--- config.mk ---
export PLATFORM = sky130hd
export DESIGN_NAME = exec_unit_flat
export DESIGN_NICKNAME = d
export VERILOG_FILES = /design/src/rtl/exec_pkg.sv /design/src/rtl/exec_if.sv /design/src/rtl/alu_core.sv /design/src/rtl/exec_unit.sv /design/src/flat_wrapper.sv
export SDC_FILE = /design/constraint.sdc
export NUM_CORES = 1
export LEC_CHECK = 0
export CAP_MARGIN = 40
export CELL_PAD_IN_SITES_DETAIL_PLACEMENT = 0
export CELL_PAD_IN_SITES_GLOBAL_PLACEMENT = 2
export CORE_MARGIN = 5
export CORE_UTILIZATION = 31
export CTS_CLUSTER_SIZE = 16
export DETAILED_ROUTE_END_ITERATION = 8
export PLACE_DENSITY = 0.84
export SLEW_MARGIN = 20
export SYNTH_ARGS = -nofsm -noshare
export SYNTH_HDL_FRONTEND = slang
export SYNTH_SLANG_ARGS = --single-unit
--- constraint.sdc ---
create_clock -name Clk -period 5.45 [get_ports Clk]
set_input_delay 1.09 -clock Clk [delete_from_list [all_inputs] [get_ports Clk]]
set_output_delay 1.09 -clock Clk [all_outputs]
set_load 0.01 [all_outputs]
--- src/rtl/exec_pkg.sv ---
`default_nettype none
// ============================================================================
// exec_pkg : shared types and width default for the execute-stage slice
// Revision : 1.0
// ============================================================================
package exec_pkg;

    localparam int DATA_W = 8;

    typedef enum logic [3:0] {
        ALU_ADD   = 4'b0000,
        ALU_SUB   = 4'b0001,
        ALU_AND   = 4'b0010,
        ALU_OR    = 4'b0011,
        ALU_XOR   = 4'b0100,
        ALU_NOT   = 4'b0101,
        ALU_SHL   = 4'b0110,
        ALU_SHR   = 4'b0111,
        ALU_GETB  = 4'b1000,
        ALU_SETB  = 4'b1001,
        ALU_PASSB = 4'b1010,
        ALU_INC   = 4'b1011,
        ALU_RSV0  = 4'b1100,
        ALU_RSV1  = 4'b1101,
        ALU_RSV2  = 4'b1110,
        ALU_RSV3  = 4'b1111
    } alu_op_e;

    typedef enum logic [1:0] {
        BIT_ZERO   = 2'b00,
        BIT_PARITY = 2'b01,
        BIT_OUTBIT = 2'b10,
        BIT_RSV    = 2'b11
    } bit_sel_e;

endpackage : exec_pkg
`default_nettype wire

--- src/rtl/exec_if.sv ---
`default_nettype none
// ============================================================================
// exec_if : control/operand inputs and result outputs of the execute slice
// Revision : 1.0
// ============================================================================
interface exec_if
    import exec_pkg::*;
#(
    parameter int W = DATA_W
) ();
    logic [W-1:0] InputA;
    logic [W-1:0] InputB;
    logic [2:0]   imm;
    logic [3:0]   AluOp;
    logic         ScSel;
    logic         BitWrEn;
    logic [1:0]   BitSel;
    logic         CtrWrEn;
    logic         CtrInc;
    logic [W-1:0] Out;
    logic         Zero;
    logic         Parity;
    logic         OutBit;
    logic [W-1:0] CtrOut;
    logic         BitOut;

    modport master (
        output InputA, InputB, imm, AluOp, ScSel, BitWrEn, BitSel, CtrWrEn, CtrInc,
        input  Out, Zero, Parity, OutBit, CtrOut, BitOut
    );

    modport slave (
        input  InputA, InputB, imm, AluOp, ScSel, BitWrEn, BitSel, CtrWrEn, CtrInc,
        output Out, Zero, Parity, OutBit, CtrOut, BitOut
    );
endinterface : exec_if
`default_nettype wire

--- src/rtl/alu_core.sv ---
`default_nettype none
// ============================================================================
// alu_core : zero-latency ALU with zero, parity and op-specific bit outputs
// Revision : 1.0
// ============================================================================
module alu_core
    import exec_pkg::*;
#(
    parameter int W = DATA_W
) (
    input  wire logic [W-1:0] a,
    input  wire logic [W-1:0] b,
    input  wire logic [2:0]   imm,
    input  wire logic [3:0]   op,
    input  wire logic         sc,
    output logic      [W-1:0] out,
    output logic              zero,
    output logic              parity,
    output logic              out_bit
);

    logic [W:0]   w_wide;
    logic [W-1:0] w_res;
    logic         w_bit;

    always_comb begin
        w_wide = '0;
        w_res  = a;
        w_bit  = 1'b0;
        case (alu_op_e'(op))
            ALU_ADD: begin
                w_wide = {1'b0, a} + {1'b0, b} + {{W{1'b0}}, sc};
                w_res  = w_wide[W-1:0];
                w_bit  = w_wide[W];
            end
            ALU_SUB: begin
                // Top bit of the widened difference is the unsigned borrow.
                w_wide = {1'b0, a} - {1'b0, b};
                w_res  = w_wide[W-1:0];
                w_bit  = w_wide[W];
            end
            ALU_AND:   w_res = a & b;
            ALU_OR:    w_res = a | b;
            ALU_XOR:   w_res = a ^ b;
            ALU_NOT:   w_res = ~a;
            ALU_SHL: begin
                w_res = {a[W-2:0], sc};
                w_bit = a[W-1];
            end
            ALU_SHR: begin
                w_res = {sc, a[W-1:1]};
                w_bit = a[0];
            end
            ALU_GETB:  w_bit = a[imm];
            ALU_SETB: begin
                w_res[imm] = sc;
                w_bit      = sc;
            end
            ALU_PASSB: w_res = b;
            ALU_INC: begin
                w_wide = {1'b0, a} + {{W{1'b0}}, 1'b1};
                w_res  = w_wide[W-1:0];
                w_bit  = w_wide[W];
            end
            default: begin
                w_res = a;
                w_bit = 1'b0;
            end
        endcase
    end

    assign out     = w_res;
    assign zero    = (w_res == '0);
    assign parity  = ^w_res;
    assign out_bit = w_bit;

endmodule : alu_core
`default_nettype wire

--- src/rtl/exec_unit.sv ---
`default_nettype none
// ============================================================================
// exec_unit : execute-stage slice - ALU, carry/bit storage, address counter
// Revision : 1.0
// ============================================================================
module exec_unit
    import exec_pkg::*;
#(
    parameter int W = DATA_W
) (
    input  wire logic Clk,
    input  wire logic Reset,
    exec_if.slave     bus
);

    logic [W-1:0] r_ctr;
    logic         r_bit;
    logic         w_sc;
    logic         w_bit_next;
    logic [W-1:0] w_out;
    logic         w_zero;
    logic         w_parity;
    logic         w_out_bit;

    // Stored bit feeds back only through the register: no same-cycle bypass.
    assign w_sc = bus.ScSel ? 1'b0 : r_bit;

    alu_core #(.W(W)) u_alu (
        .a       (bus.InputA),
        .b       (bus.InputB),
        .imm     (bus.imm),
        .op      (bus.AluOp),
        .sc      (w_sc),
        .out     (w_out),
        .zero    (w_zero),
        .parity  (w_parity),
        .out_bit (w_out_bit)
    );

    always_comb begin
        w_bit_next = 1'b0;
        case (bit_sel_e'(bus.BitSel))
            BIT_PARITY: w_bit_next = w_parity;
            BIT_OUTBIT: w_bit_next = w_out_bit;
            default:    w_bit_next = 1'b0;
        endcase
    end

    always_ff @(posedge Clk) begin
        if (Reset) begin
            r_bit <= 1'b0;
        end else if (bus.BitWrEn) begin
            r_bit <= w_bit_next;
        end
    end

    always_ff @(posedge Clk) begin
        if (Reset) begin
            r_ctr <= '0;
        end else if (bus.CtrWrEn) begin
            r_ctr <= w_out;
        end else if (bus.CtrInc) begin
            r_ctr <= r_ctr + {{(W-1){1'b0}}, 1'b1};
        end
    end

    assign bus.Out    = w_out;
    assign bus.Zero   = w_zero;
    assign bus.Parity = w_parity;
    assign bus.OutBit = w_out_bit;
    assign bus.CtrOut = r_ctr;
    assign bus.BitOut = r_bit;

endmodule : exec_unit
`default_nettype wire

--- src/flat_wrapper.sv ---
// flat-port wrapper written by rule: the top's interface ports become plain ports
module exec_unit_flat import exec_pkg::*;
#(
    parameter int W = DATA_W
)
  (Clk, Reset, bus_InputA, bus_InputB, bus_imm, bus_AluOp, bus_ScSel, bus_BitWrEn, bus_BitSel, bus_CtrWrEn, bus_CtrInc, bus_Out, bus_Zero, bus_Parity, bus_OutBit, bus_CtrOut, bus_BitOut);
  exec_if #(.W(W)) bus_i ();
  input  wire logic Clk;
  input  wire logic Reset;
  input wire logic [$bits(bus_i.InputA)-1:0] bus_InputA;
  input wire logic [$bits(bus_i.InputB)-1:0] bus_InputB;
  input wire logic [$bits(bus_i.imm)-1:0] bus_imm;
  input wire logic [$bits(bus_i.AluOp)-1:0] bus_AluOp;
  input wire logic [$bits(bus_i.ScSel)-1:0] bus_ScSel;
  input wire logic [$bits(bus_i.BitWrEn)-1:0] bus_BitWrEn;
  input wire logic [$bits(bus_i.BitSel)-1:0] bus_BitSel;
  input wire logic [$bits(bus_i.CtrWrEn)-1:0] bus_CtrWrEn;
  input wire logic [$bits(bus_i.CtrInc)-1:0] bus_CtrInc;
  output wire logic [$bits(bus_i.Out)-1:0] bus_Out;
  output wire logic [$bits(bus_i.Zero)-1:0] bus_Zero;
  output wire logic [$bits(bus_i.Parity)-1:0] bus_Parity;
  output wire logic [$bits(bus_i.OutBit)-1:0] bus_OutBit;
  output wire logic [$bits(bus_i.CtrOut)-1:0] bus_CtrOut;
  output wire logic [$bits(bus_i.BitOut)-1:0] bus_BitOut;
  assign bus_i.InputA = bus_InputA;
  assign bus_i.InputB = bus_InputB;
  assign bus_i.imm = bus_imm;
  assign bus_i.AluOp = bus_AluOp;
  assign bus_i.ScSel = bus_ScSel;
  assign bus_i.BitWrEn = bus_BitWrEn;
  assign bus_i.BitSel = bus_BitSel;
  assign bus_i.CtrWrEn = bus_CtrWrEn;
  assign bus_i.CtrInc = bus_CtrInc;
  assign bus_Out = bus_i.Out;
  assign bus_Zero = bus_i.Zero;
  assign bus_Parity = bus_i.Parity;
  assign bus_OutBit = bus_i.OutBit;
  assign bus_CtrOut = bus_i.CtrOut;
  assign bus_BitOut = bus_i.BitOut;
  exec_unit #(.W(W)) u_core (.Clk(Clk), .Reset(Reset), .bus(bus_i));
endmodule
* Yosys cells after proc, flatten, opt, wreduce, memory -nomap -nowiden *
Index checks and enable logic that the tools add are counted.

word-level totals
  flip-flop bits (word level) = 9
  input port bits = 31
  output and inout port bits = 20
  logic and storage cells = 42

operators by class
  add/sub/neg operators = 5
  magnitude comparators = 2
  equal/unequal tests = 13
  mux-type cells = 11
  bitwise gates (word level) = 4
  reduce and logical (&&, ||, !) cells = 5

operators with widths
  operator                                                                             number
  8-bit case mux with 11 select lines                                                  1
  4-bit by 3-bit equality test with 1-bit output, second input constant                4
  4-bit equality test, second input constant                                           4
  8-bit 2-to-1 mux                                                                     2
  8-bit by 1-bit adder with 9-bit output, second input constant                        1
  8-bit by 8-bit adder with 9-bit output                                               1
  9-bit by 1-bit adder with 9-bit output                                               1
  8-bit by 8-bit subtractor with 9-bit output                                          1
  8-bit by 1-bit adder with 8-bit output, second input constant                        1
  8-bit AND                                                                            1
  8-bit bitwise mux                                                                    1
  4-bit by 2-bit equality test with 1-bit output, second input constant                2
  8-bit zero test                                                                      1
  8-bit inverter                                                                       1
  8-bit OR                                                                             1
  8-bit XOR reduction                                                                  1
  8-bit bitwise XOR                                                                    1
  1-bit case mux with 7 select lines                                                   1
  4-bit by 1-bit equality test with 1-bit output, second input constant                1
  4-bit zero test                                                                      1
  3-bit by 4-bit less-than comparator with 1-bit output, second input constant         1
  1-bit binary-select mux with 3-bit select                                            1
  1-bit demux with 3-bit select                                                        1
  3-bit by 1-bit greater-or-equal comparator with 1-bit output, second input constant  1
  other kinds (6)                                                                      8

* Logic depth before layout (Yosys ltp) *
  depth after elaboration = 8
  gate-level depth with buffers = 16
  gate-level depth less buffers = 15

* Hierarchy *
A second synthesis with hierarchy kept.

second synthesis, totals
  cells, all modules = 414
  area total of the unflattened synthesis = 2839.0 sq um

by module, submodules not included
  module     instances  cells an instance  area each (sq um)
  alu_core   1          352                2323.5
  exec_unit  1          62                 515.5

* Worst setup path after synthesis *
Ideal clock, no wire load.

  path type = in2out
  start point = input port bus_ScSel
  end point = output port bus_Parity
  arrival time = 3.788 ns
  required time = 4.360 ns
  path slack = 0.572 ns
  cell stages on the path = 12
  path buffers = 0
  cell sequence = nand2b_1 inv_1 fa_1 fa_1 a21o_1 a221oi_2 xnor2_1 nand2_1 a32o_1 ha_1 xnor2_1 xnor2_1

between the ends
  longest elaborated chain between the ends = 4
  elaborated cells on any way between the ends = 5
  classes of those cells = 1 x add/sub; 3 x mux; 1 x reduce/logical

RTL lines
  element                                                                             RTL line                        text
  from (decl)                                                                         flat_wrapper.sv:14              input wire logic [$bits(bus_i.ScSel)-1:0] bus_ScSel;
  1-bit 2-to-1 mux (*)                                                                exec_unit.sv:26                 assign w_sc = bus.ScSel ? 1'b0 : r_bit;
  9-bit by 1-bit adder with 9-bit output / 8-bit bitwise mux (equally long branches)  alu_core.sv:32, alu_core.sv:56
  8-bit case mux with 11 select lines (*)                                             alu_core.sv:30                  case (alu_op_e'(op))
  8-bit XOR reduction (*)                                                             alu_core.sv:74                  assign parity = ^w_res;
  to (decl)                                                                           flat_wrapper.sv:21              output wire logic [$bits(bus_i.Parity)-1:0] bus_Parity;

Mark *: on every way between the ends. The rest lies on a longest branch, timed or not.

* Worst setup path in the final report *
  start point = input port bus_ScSel
  end point = output port bus_Out[6]

between the ends
  longest elaborated chain between the ends = 3
  elaborated cells on any way between the ends = 4
  classes of those cells = 1 x add/sub; 3 x mux

RTL lines
  element                                                                             RTL line                        text
  1-bit 2-to-1 mux (*)                                                                exec_unit.sv:26
  9-bit by 1-bit adder with 9-bit output / 8-bit bitwise mux (equally long branches)  alu_core.sv:32, alu_core.sv:56
  8-bit case mux with 11 select lines (*)                                             alu_core.sv:30
  to (decl)                                                                           flat_wrapper.sv:19              output wire logic [$bits(bus_i.Out)-1:0] bus_Out;

Marked as above.

==> out/results.ini <==
[route]
drtIter0Drc=390
wirelength_mm=11.9
vias_per_cell=5.53
firstDrtPassIters=5
wire_per_inst_um=17.6
route.detailed.drc=0
num_vias=3740
ant_nets=0

[worst_setup_path]
cp_max_fo=2
reg2reg_from=u_core.bus.BitOut
cp_num_buf_inv=5
criticalPathCategory=input pin to output pin
cp_cell_sequence=clkdlybuf4s50_1, nand2b_4, inv_1, fa_2, fa_2, a21o_1, a221oi_2, xnor2_1, nand2_1, a32o_1, buf_4, inv_1, clkdlybuf4s50_1
crit_required_ps=4360
slowest_stage=clkdlybuf4s50_1
crit_arrival_ps=4200
rr_endpoint=u_core.bus.BitOut
ff2ff_path_depth=17
cp-start-kind=input pin
crit_path_end_kind=output pin
crit_family=buffers and inverters
reg2reg_slack_ps=1980
slowest_delay_ps=530

[finish]
area_growth_pct=49.9
fill_cells=962
num_antenna_cells=0
final_nets=614
drive_above_1_share_pct=27.1

[global_routing]
grt_pass1_wl_mm=18.5
track_usage_pct=19.9
antenna_found_initial=0
grt_pass1_vias=3560
grt_start_max_net_pins=25
grt_overflow=0

[timing]
max_freq_mhz=189
min_period_over_period_pct=97.1
drv_slew=0
worst_pin_slew_ps=564
whs_ps=608
rsz0062_at_grt=false
setup_viol=0
max_slew_margin_pct=62.3
worst_slack_ps=160
finalClockSkew_ps=2.48
hold_viol=0
period_minus_slack_ps=5290

[die]
rows=35
ios=51
dieArea_sq_um=11600
die_w_um=108
core_area_sq_um=9280
initial_core_util_pct=32.0
die_h_um=108

[cts]
cts_buffers=3
clk_pin_slew_ps=40
cts_hold_buffers=0
root_buffer=clkbuf_8
clkLatencyLatePin_ps=230
cts-htree-levels=1
cts_tree=built
cts_buffer_depth=2
clkSinkCount=9

[run_status]
status=completed

[pwr]
vdd_ir_drop_max_uv=84.6
p_per_area_nw_per_um2=138
p_leak_uw=0.00198

[yosys]
syn_area_per_cell_sq_um=7.28
ys_seq_area_share_pct=6.06
yosysWarnings=0
synth-edff-count=0
synth_area_sq_um=2970
syn_inst=408
synth-async-reset-ratio_pct=0
ys_seq_elements=9
synth_nets=474
synth_cell_types=75
synthFlopType=dfxtp_1

[place]
dp_hpwl_mm=9.79
pre_cts_ws_ps=-479
io_buffers=50
gp_congestion=0.979

[flow_run]
maxCapViolCount=0

[worst_hold_path]
hold_depth=3
hold_start=u_core.bus.CtrOut[7]
holdPathEnd=u_core.bus.CtrOut[7]
hold_path.class=flip-flop to flip-flop

==> cell usage after synthesis, types with 8 or more instances <==
cell / n / area, sq um
ha_1: 32 / 400
nand3_1: 12 / 60.1
nand2_1: 19 / 71.3
a31oi_1: 8 / 50.1
buf_2: 15 / 75.1
dfxtp_1: 9 / 180
nor3_1: 11 / 55.1
xnor2_1: 12 / 105
nor2b_1: 8 / 50.1
nand2b_1: 11 / 68.8
a21oi_1: 24 / 120
a211oi_1: 10 / 75.1
inv_1: 37 / 139
mux2i_1: 9 / 90.1
nor2_1: 28 / 105
o21ai_0: 14 / 70.1
==> area by class of cell <==
class | count | area, sq um | area share [%]
inverters | 38 | 143 | 3.20
flip-flops and latches | 9 | 180 | 4.04
repair buffers | 166 | 1390 | 31.2
clock buffers | 4 | 45.0 | 1.01
multi-input cells | 330 | 2530 | 56.9
well taps | 129 | 161 | 3.62
==> metrics by stage <==
stage                     instance area (sq um)  cells  TNS (ps)  power [uW]  util (%)
after floorplan                            2970    408         0         288         -
after global placement                     4340    670      -700         509      46.8
after detailed placement                   4340    670      -734         512      46.8
after CTS                                  4400    676         0         597      47.4
after global routing                       4450    676         0         663      48.0
final                                      4450    676         0         615      48.0
==> tightest hold or removal path, stage by stage, from the launching register on <==
cell and delay (ps):
dfxtp_1 340, xnor2_1 80, nor2_1 90, a211oi_1 60
==> placed cells by master, fill, tap and decap left out, types with 5 or more instances in the layout <==
cell	instances
xnor2_1	10
o22ai_1	7
nand2_1	19
nor2_1	28
nor3b_1	7
and3_1	6
a31oi_1	8
mux2i_1	9
a21oi_1	24
nand3b_1	5
inv_1	37
nor2b_1	8
nor3_1	10
dfxtp_1	9
clkdlybuf4s50_1	45
o21ai_0	14
o21a_1	5
or3_1	5
nand3_1	12
a211oi_1	10
buf_4	114
nand2b_1	10
ha_1	31
==> state kept, by name, summed over array words and instances (netlist names) <==
name               count
u_core.bus.CtrOut      8
u_core.bus.BitOut      1
==> report_power, final <==
group	switching, uW	internal [uW]
sequential	7.31	72.2
combinational	216	243
clock	26.1	50.9
==> kinds of logic (layout without fill, tap and decap cells) <==
family	after synthesis	in the layout	share of synthesized area, %
simple gates	140	140	27.3
compound gates	128	128	32.0
buf+inv	69	208	10.6
fa+ha+maj	35	35	15.5
xor+xnor	16	16	4.72
mux	11	11	3.79
flops	9	9	6.06
==> what timing repair did <==
item                       4_1_cts  5_1_grt
setup buffers                    2        0
setup endpoints to repair        3        2
hold endpoints to repair         0        0
pin swaps                        3        5
gates resized for setup          8       12
==> worst max path at each step <==
stage | startpoint | end | slack, ps | depth (start not counted)
finish | bus_ScSel | bus_Out[6] | 160 | 13
detailed placement | bus_ScSel | bus_Parity | -480 | 14
global placement | bus_ScSel | bus_Parity | -450 | 14
global route | bus_ScSel | bus_Out[6] | 20 | 13
floorplan | bus_ScSel | bus_Parity | 570 | 12
CTS | bus_ScSel | bus_OutBit | 30 | 13
==> routing by layer <==
metal  track usage [%]  vias up  share of wire, %
met3              1.80       21               6.5
met5                 0        -                 0
met2              33.4      157                47
met1              27.5     1755                45
li1                  -     1807                 -
met4              4.33        0               2.1
No activity file was read; power rests on OpenSTA's default activity.
